[src/rtl/top_pkg.sv]
// Shared constants for the four-variable K-map function block.
// Each mask holds f(i) at bit i, where i = {a,b,c,d}.
package top_pkg;

  localparam int NUM_FUNCS = 4;

  localparam logic [15:0] F1_MASK = 16'hA5A5;
  localparam logic [15:0] F2_MASK = 16'h3A3A;
  localparam logic [15:0] F3_MASK = 16'hF3CC;
  localparam logic [15:0] F4_MASK = 16'hACAC;

endpackage

[src/rtl/top_kmap_funcs.sv]
// Minimised sum-of-products forms of the four K-map functions.
// Purely combinational; remains valid while the register stage is in reset.
module kmap_funcs (
  input  logic a,
  input  logic b,
  input  logic c,
  input  logic d,
  output logic f1,
  output logic f2,
  output logic f3,
  output logic f4
);

  assign f1 = ~(b ^ d);
  assign f2 = (~b & d) | (b & ~c);
  assign f3 = (a ^ c) | (a & b);
  // BCD prime detector; codes 10..15 are don't-cares folded into the cover
  assign f4 = (~b & c) | (b & d);

endmodule

[src/rtl/top.sv]
// K-map function block: combinational f1..f4, a registered snapshot of them,
// and a saturating count of enabled cycles on which f3 was set.
module top
  import top_pkg::*;
#(
  parameter int CNT_W = 5
) (
  input  logic                 clk,
  input  logic                 rst_n,
  input  logic                 a,
  input  logic                 b,
  input  logic                 c,
  input  logic                 d,
  input  logic                 en,
  input  logic                 clr,
  output logic                 f1,
  output logic                 f2,
  output logic                 f3,
  output logic                 f4,
  output logic [NUM_FUNCS-1:0] fq,
  output logic [CNT_W-1:0]     f3_cnt
);

  localparam logic [CNT_W-1:0] CNT_MAX = {CNT_W{1'b1}};
  localparam logic [CNT_W-1:0] CNT_ONE = {{(CNT_W-1){1'b0}}, 1'b1};

  logic                 w_f1, w_f2, w_f3, w_f4;
  logic [NUM_FUNCS-1:0] r_fq;
  logic [CNT_W-1:0]     r_f3_cnt;

  kmap_funcs u_funcs (
    .a  (a),
    .b  (b),
    .c  (c),
    .d  (d),
    .f1 (w_f1),
    .f2 (w_f2),
    .f3 (w_f3),
    .f4 (w_f4)
  );

  // clr outranks en; the counter sticks at all-ones rather than wrapping
  always_ff @(posedge clk or negedge rst_n) begin
    if (!rst_n) begin
      r_fq     <= '0;
      r_f3_cnt <= '0;
    end else if (clr) begin
      r_fq     <= '0;
      r_f3_cnt <= '0;
    end else if (en) begin
      r_fq <= {w_f4, w_f3, w_f2, w_f1};
      if (w_f3 && (r_f3_cnt != CNT_MAX))
        r_f3_cnt <= r_f3_cnt + CNT_ONE;
    end
  end

  assign f1     = w_f1;
  assign f2     = w_f2;
  assign f3     = w_f3;
  assign f4     = w_f4;
  assign fq     = r_fq;
  assign f3_cnt = r_f3_cnt;

endmodule

[config.mk]
export PLATFORM = sky130hd
export DESIGN_NAME = top
export DESIGN_NICKNAME = d
export VERILOG_FILES = /design/src/rtl/top_pkg.sv /design/src/rtl/top_kmap_funcs.sv /design/src/rtl/top.sv
export SDC_FILE = /design/constraint.sdc
export NUM_CORES = 1
export LEC_CHECK = 0
export CORE_AREA = 5 5 42 44
export CTS_BUF_LIST = sky130_fd_sc_hd__clkbuf_4 sky130_fd_sc_hd__clkbuf_8 sky130_fd_sc_hd__clkbuf_16
export DETAILED_ROUTE_END_ITERATION = 16
export DIE_AREA = 0 0 47 49
export HOLD_SLACK_MARGIN = 0.1
export MAX_ROUTING_LAYER = met4
export PLACE_DENSITY = 0.8
export REMOVE_ABC_BUFFERS = 1
export SLEW_MARGIN = 15
export SYNTH_ARGS = -nofsm -noshare
export SYNTH_HDL_FRONTEND = slang
export SYNTH_SLANG_ARGS = --single-unit
[constraint.sdc]
create_clock -name clk -period 4 [get_ports clk]
set_input_delay 0.8 -clock clk [delete_from_list [all_inputs] [get_ports clk]]
set_output_delay 0.8 -clock clk [all_outputs]
set_load 0.005 [all_outputs]
==> results of run 1 <==
[power by group through the flow]
stage                     combinational (mW)  clock, mW  sequential, mW
final                                 0.0452     0.0772          0.0983
after global routing                  0.0505     0.0856          0.0990
after CTS                             0.0462     0.0801          0.0983
after detailed placement              0.0459          0          0.0998
after global placement                0.0457          0          0.0998
after floorplan                       0.0159          0           0.100
[layer usage]
layer  wire length, um  vias to the layer above
met3               120                        0
li1                  -                      243
met4                 0                        0
met2               498                       26
met1               513                      222
met5                 0                        -
[worst max path at each step]
stage	startpoint	to	slack, ns	cells past startpoint
after detailed placement	b	f3	0.94	4
after global placement	b	f3	0.97	4
final	b	f3	0.96	4
after floorplan	b	f3	2.06	2
after CTS	b	f3	0.94	4
after global routing	b	f3	0.87	4
[Yosys cell counts, drive strengths merged (2+ instances only)]
cell type,n,area (um2)
dfrtp,9,225
nor2,7,26.3
a21oi,4,20.0
inv,3,11.3
mux2,3,33.8
nand4,3,18.8
nor2b,3,18.8
o31ai,3,22.5
ha,2,25.0
mux2i,2,20.0
nand3,2,10.0
or2,2,12.5
[registers in the layout, summed over array words and instances, names as in the netlist]
name / cells
fq: 4
f3_cnt: 5
[worst reg2reg max path, delay by kind of cell, from the launching register on]
family / cells / cell delay [ns]
fa+ha+maj: 2 / 0.41
mux: 1 / 0.37
simple gates: 3 / 0.70
flops: 1 / 0.43
[layout make-up]
class | count | share of cell area (%)
sequential | 9 | 29.5
multi-input combinational | 41 | 36.3
clock buffer | 4 | 3.93
inverter | 3 | 1.47
timing repair buffer | 20 | 26.2
tap | 16 | 2.62
[metrics by stage]
stage	area (um2)	setup WS [ns]	total power [mW]	hold slack [ns]
floorplan	514	2.06	0.116	0.504
global placement	734	0.974	0.146	0.507
detailed placement	734	0.945	0.146	0.517
CTS	764	0.942	0.225	0.542
global route	764	0.871	0.235	0.587
finish	764	0.955	0.221	0.527
[cells by family (layout without fill, tap and decap cells)]
family | after synthesis | count (layout) | synth area share [%]
mux | 5 | 5 | 10.3
buf+inv | 5 | 27 | 3.83
flops | 9 | 9 | 43.1
compound gates | 8 | 8 | 10.0
simple gates | 25 | 25 | 26.3
fa+ha+maj | 2 | 2 | 4.78
xor+xnor | 1 | 1 | 1.67
[placed cells by master, fill, tap and decap left out, drive strengths merged]
cell type      instances
nand2                  1
mux2i                  2
nor4                   1
inv                    3
a21oi                  4
nor2                   7
clkdlybuf4s50         20
ha                     2
nand2b                 1
xnor2                  1
and3b                  1
nand3b                 1
or4                    1
nor3                   1
and3                   1
or2                    2
clkbuf                 4
mux2                   3
nor2b                  3
o31ai                  3
dfrtp                  9
nand3                  2
o211a                  1
nand4                  3
==> results.rst, run 1 <==
.. list-table::
   :header-rows: 1

   * - Metric
     - Value
   * - Worst clock skew on the final layout
     - just under 0.0008 ns
   * - Kind of start point of the critical path
     - primary input
   * - Worst min path class
     - reg2reg
   * - Gpl congestion
     - 0.746
   * - Number of placed instances, taps included
     - 89
   * - Nets
     - 88
   * - Count of distinct cell types in the synthesized netlist
     - 24
   * - PostCTS Resize Cnt
     - 0
   * - Maximum number of pins on one net before global-route repair
     - 12
   * - Storage element area
     - about 230 um2
   * - Clock latency on the worst-skew pair
     - 0.26 ns
   * - Headroom to the max-slew limit
     - ~73%
   * - Power density over the cells
     - 289 nW/um2
   * - Run status
     - finished, final reports clean
   * - Area inside the core boundary
     - around 1400 um2
   * - Highest clock rate
     - 328 MHz
   * - Share of final-layout standard cells stronger than drive strength 1
     - 11.7%
   * - Synthesized instance count
     - 55
   * - Top fanout value on the critical path
     - 6
   * - Cell area after synthesis
     - 523 um2
   * - Actual slew at the worst max-slew pin
     - 0.409 ns
   * - Post-DP HPWL
     - 899 um
   * - Sw Share
     - 24.4%
   * - Number of DRC violations after detailed routing
     - 0
   * - Crit path cell chain
     - clkdlybuf4s50_1, and3b_1, nor2_1, clkdlybuf4s50_1
   * - Total global routing track utilization
     - 11.8%
   * - Routed wire per std cell
     - between 10 and 15 um
   * - Met3 global-route usage
     - approximately 4.4%
   * - Worst Hold Depth
     - 2
   * - Multi-input logic area
     - between 200 and 300 um2
   * - Number of vias per cell after detailed routing
     - between 5 and 6
   * - Overall routed net length
     - 1.13 mm
   * - Clock tree root driver cell
     - sky130_fd_sc_hd__clkbuf_4
   * - Max Cap Viol
     - 0
   * - Post-DRT Antenna Nets
     - 0
   * - Cell Count, Final, Fillers Out
     - between 90 and 100
   * - Max VDD drop
     - 0.144 mV
   * - Overall die area
     - 2300 um2
   * - Kind of cell adding the most delay to the critical path
     - buffers and inverters
   * - Number of hold-repair buffers added at the cts stage
     - 0
   * - First-pass GRT wire length
     - 1.99 mm
   * - Number of warning messages in the yosys log
     - 0
   * - Buffers plus inverters on the worst setup path
     - 2
   * - TritonCTS clock tree
     - done
   * - Number of buffers inserted to repair setup after CTS
     - 0
   * - Number of vias after detailed routing
     - 491
   * - Nature of the critical path endpoint
     - primary output
   * - Most utilized layer in the global route result
     - met2
   * - Chip height
     - 49 um
   * - Sum Neg Setup Slack
     - 0 ns
   * - Clock slew seen by the registers of the worst setup and hold paths
     - around 0.060 ns
   * - Global-route met2 utilization
     - 17.2%
   * - Worst path most repeated cell
     - sky130_fd_sc_hd__clkdlybuf4s50_1
   * - Cell-internal power
     - 0.167 mW
   * - Clock group share of total power
     - 35.0%
   * - Power dissipated by switching net loads
     - around 0.054 mW
   * - Highest cell delay on the worst timing path
     - 0.56 ns
   * - Primary FF master, synth
     - sky130_fd_sc_hd__dfrtp_1
   * - Clock H-tree levels
     - 1
   * - Critical path data required time
     - 3.20 ns
   * - Number of clock sinks
     - 9
   * - Final Cycle Share
     - 76.1%
   * - Number of failing setup endpoints in the final timing report
     - 0
   * - Sequential share of the synthesized area
     - a little over two fifths
   * - Sequential group share of total power
     - 44.5%
   * - Iteration-0 DRC Markers
     - 9
   * - Cells on worst reg2reg path
     - 6
   * - Critical-path top delay cell
     - sky130_fd_sc_hd__clkdlybuf4s50_1
   * - Async set or reset register ratio after synthesis
     - 100%
   * - Area Growth Syn to Fin
     - 46.2%
   * - Congestion Overflow GR
     - 0
   * - Crit path time final
     - 3.04 ns
   * - Beginning of the worst hold path
     - fq[0]$_DFFE_PN0P_
   * - TritonCTS buffer count
     - 3
   * - Placement Rows
     - 14
   * - Crit Path Class
     - in2out
   * - Signal arrival time at the worst endpoint
     - between 2 and 2.5 ns
   * - Synthesized area divided by synthesized cell count
     - 9.51 um2
   * - Endpoint with the worst hold slack
     - fq[0]$_DFFE_PN0P_
   * - Final core utilization
     - 54.6%
   * - Share of power burned in combinational logic
     - 20.5%
   * - Final Max Tran Viols
     - 0
   * - Starting Density
     - 37.3%
   * - Static power due to leakage
     - 0.358 nW
   * - Count of buffers from port buffering
     - 20
   * - Global routing usage on met1
     - 15.3%
   * - Detailed-routing iteration count for the pre-antenna-repair pass
     - 4
   * - Endpoint of the worst register-to-register path
     - f3_cnt[3]$_DFFE_PN0P_
   * - Number of top-level pins
     - 21
   * - Count of flip-flops with a built-in enable after synthesis
     - 0
   * - Vias in the first global route
     - 470
   * - Worst reg-to-reg setup slack
     - roughly 2.0 ns
   * - Die width
     - 47 um
   * - Worst R2R Start
     - f3_cnt[0]$_DFFE_PN0P_
   * - Maximum count of clock buffers along a single path
     - 2
   * - Fillers
     - approximately 130
   * - Final Hold Violating Endpoints
     - 0
   * - Antenna Diode Count
     - 0
   * - RSZ-0062 raised after global routing
     - no
   * - Flop and latch count out of synthesis
     - 9
   * - Number of antenna violations at the first check in global routing
     - 0
Note: power is estimated with default switching activity, not from simulation.
==> run 2: changes to the inputs <==
--- a/config.mk
+++ b/config.mk
@@ -5,13 +5,13 @@
 export SDC_FILE = /design/constraint.sdc
 export NUM_CORES = 1
 export LEC_CHECK = 0
-export CORE_AREA = 5 5 42 44
+export CORE_MARGIN = 5
+export CORE_UTILIZATION = 36
 export CTS_BUF_LIST = sky130_fd_sc_hd__clkbuf_4 sky130_fd_sc_hd__clkbuf_8 sky130_fd_sc_hd__clkbuf_16
 export DETAILED_ROUTE_END_ITERATION = 16
-export DIE_AREA = 0 0 47 49
 export HOLD_SLACK_MARGIN = 0.1
 export MAX_ROUTING_LAYER = met4
-export PLACE_DENSITY = 0.8
+export PLACE_DENSITY = 0.77
 export REMOVE_ABC_BUFFERS = 1
 export SLEW_MARGIN = 15
 export SYNTH_ARGS = -nofsm -noshare
==> constraint.sdc (replaced) <==
create_clock -name clk -period 2.5 [get_ports clk]
set_input_delay 0.5 -clock clk [delete_from_list [all_inputs] [get_ports clk]]
set_output_delay 0.5 -clock clk [all_outputs]
set_load 0.005 [all_outputs]
==> results.rst, run 2 (synthesized netlist as in run 1, its figures left out) <==
.. list-table::
   :header-rows: 1

   * - Metric
     - Value
   * - Run status
     - finished, final reports clean
   * - Sum Neg Setup Slack
     - 0 ns
   * - Count of buffers from port buffering
     - 20
   * - Area Growth Syn to Fin
     - 48.8%
   * - Final core utilization
     - 58.3%
   * - Static power due to leakage
     - 0.368 nW
   * - Signal arrival time at the worst endpoint
     - about 1.9 ns
   * - TritonCTS buffer count
     - 3
   * - Number of buffers inserted to repair setup after CTS
     - 0
   * - Max FFs per register
     - 5
   * - Nets
     - 90
   * - Clock H-tree levels
     - 1
   * - Hold slack
     - 0.532 ns
   * - Kind of start point of the critical path
     - primary input
   * - Share of final-layout standard cells stronger than drive strength 1
     - 13.9%
   * - Number of vias after detailed routing
     - 503
   * - First-pass GRT wire length
     - 2.05 mm
   * - Max Cap Viol
     - 0
   * - Fillers
     - 136
   * - Crit Path Class
     - in2out
   * - Number of antenna violations at the first check in global routing
     - 0
   * - Final Cycle Share
     - 96.2%
   * - Crit path time final
     - 2.40 ns
   * - Nature of the critical path endpoint
     - primary output
   * - Placement Rows
     - 13
   * - Final Max Tran Viols
     - 0
   * - Iteration-0 DRC Markers
     - 3
   * - Post-DP HPWL
     - 951 um
   * - Number of vias per cell after detailed routing
     - 5.35
   * - Die width
     - around 48 um
   * - Routed wire per std cell
     - 13.1 um
   * - Vias in the first global route
     - 493
   * - Top fanout value on the critical path
     - 5
   * - Post-DRT Antenna Nets
     - 0
   * - Final Hold Violating Endpoints
     - 0
   * - Number of hold-repair buffers added at the cts stage
     - 0
   * - PostCTS Resize Cnt
     - 0
   * - Number of DRC violations after detailed routing
     - 0
   * - Detailed-routing iteration count for the pre-antenna-repair pass
     - 4
   * - Maximum count of clock buffers along a single path
     - 2
   * - Max VDD drop
     - 0.295 mV
   * - Worst min path class
     - in2async
   * - Headroom to the max-slew limit
     - 71.9%
   * - Gpl congestion
     - 0.845
   * - Antenna Diode Count
     - 0
   * - RSZ-0062 raised after global routing
     - no
   * - Power density over the cells
     - about 460 nW/um2
   * - Number of top-level pins
     - 21
   * - Clock latency on the worst-skew pair
     - 0.27 ns
   * - Number of clock sinks
     - 9
   * - Clock tree root driver cell
     - sky130_fd_sc_hd__clkbuf_4
   * - Commonest non-fill, non-tap cells in the layout
     - 20 x sky130_fd_sc_hd__clkdlybuf4s50_1, 9 x sky130_fd_sc_hd__dfrtp_1, 7 x sky130_fd_sc_hd__nor2_1
   * - Leading cell type in the layout, fill and taps excluded
     - sky130_fd_sc_hd__clkdlybuf4s50_1
   * - Highest clock rate
     - just over 400 MHz
   * - Worst clock skew on the final layout
     - 0.00685 ns
   * - Clock slew seen by the registers of the worst setup and hold paths
     - roughly 0.070 ns
   * - Starting Density
     - 39.2%
   * - Overall routed net length
     - around 1.2 mm
   * - Actual slew at the worst max-slew pin
     - 0.420 ns
   * - Total global routing track utilization
     - 13.6%
   * - Critical path data required time
     - 2.00 ns
   * - Area inside the core boundary
     - 1330 um2
   * - Overall die area
     - 2320 um2
   * - Number of failing setup endpoints in the final timing report
     - 0
   * - Chip height
     - 48.1 um
   * - Congestion Overflow GR
     - 0
   * - TritonCTS clock tree
     - done
   * - Maximum number of pins on one net before global-route repair
     - 12
run 2: cell count changes in the layout (fill, tap and decap cells not counted):
cell                    delta
sky130_fd_sc_hd__buf_4     +2
run 2: metal layers:
metal	up-vias	routed length (um)	track usage [%]
met2	23	536	19.5
li1	246	-	-
met3	5	103	5.54
met4	0	20	7.53
met5	-	0	-
met1	229	569	16.0
run 2: per-stage QoR:
stage	worst slack, ns	std cells	power, mW	area (um2)
global placement	0.108	90	0.235	748
floorplan	0.635	53	0.185	514
detailed placement	0.0760	90	0.236	748
global route	0.0331	94	0.383	778
CTS	0.0745	94	0.367	778
finish	0.0954	94	0.359	778
run 2: layout make-up:
| class | count | area [um2] | share of cell area (%) |
|---|---|---|---|
| Clock buffer | 4 | 30.0 | 3.86 |
| Sequential cell | 9 | 225 | 28.9 |
| Timing Repair Buffer | 22 | 215 | 27.7 |
| Tap cell | 15 | 18.8 | 2.41 |
| Multi-Input combinational cell | 41 | 278 | 35.7 |
| Inverter | 3 | 11.3 | 1.45 |
run 2: worst max-delay path, stage by stage:
cell	delay [ns]
sky130_fd_sc_hd__clkdlybuf4s50_1	0.57
sky130_fd_sc_hd__mux2i_1	0.29
sky130_fd_sc_hd__clkdlybuf4s50_1	0.55
run 2: path summary, 6_finish.rpt:
kind | start | to | slack [ns] | cells past startpoint
setup / recovery | b | f2 | 0.1 | 3
hold / removal | rst_n | f3_cnt[0]$_DFFE_PN0P_ | 0.53 | 1
setup reg to reg | f3_cnt[0]$_DFFE_PN0P_ | f3_cnt[3]$_DFFE_PN0P_ | 0.49 | 6
hold reg to reg | fq[2]$_DFFE_PN0P_ | fq[2]$_DFFE_PN0P_ | 0.54 | 2
max in group asynchronous | rst_n | f3_cnt[2]$_DFFE_PN0P_ | 1.67 | 1
min in group clk | fq[2]$_DFFE_PN0P_ | fq[2]$_DFFE_PN0P_ | 0.54 | 2
run 2: where the power goes:
group / total [mW] / leakage (nW) / internal [mW] / switching [mW]
Clock: 0.127 / 0.0184 / 0.0725 / 0.0542
Combinational: 0.0756 / 0.228 / 0.0443 / 0.0313
Sequential: 0.157 / 0.121 / 0.152 / 0.00496
==> run 3: changes to the inputs <==
--- a/config.mk
+++ b/config.mk
@@ -5,6 +5,7 @@
 export SDC_FILE = /design/constraint.sdc
 export NUM_CORES = 1
 export LEC_CHECK = 0
+export CAP_MARGIN = 20
 export CORE_MARGIN = 5
 export CORE_UTILIZATION = 36
 export CTS_BUF_LIST = sky130_fd_sc_hd__clkbuf_4 sky130_fd_sc_hd__clkbuf_8 sky130_fd_sc_hd__clkbuf_16
==> results of run 3 <==
Final layout, timing and power as in run 2 (identical DEF).
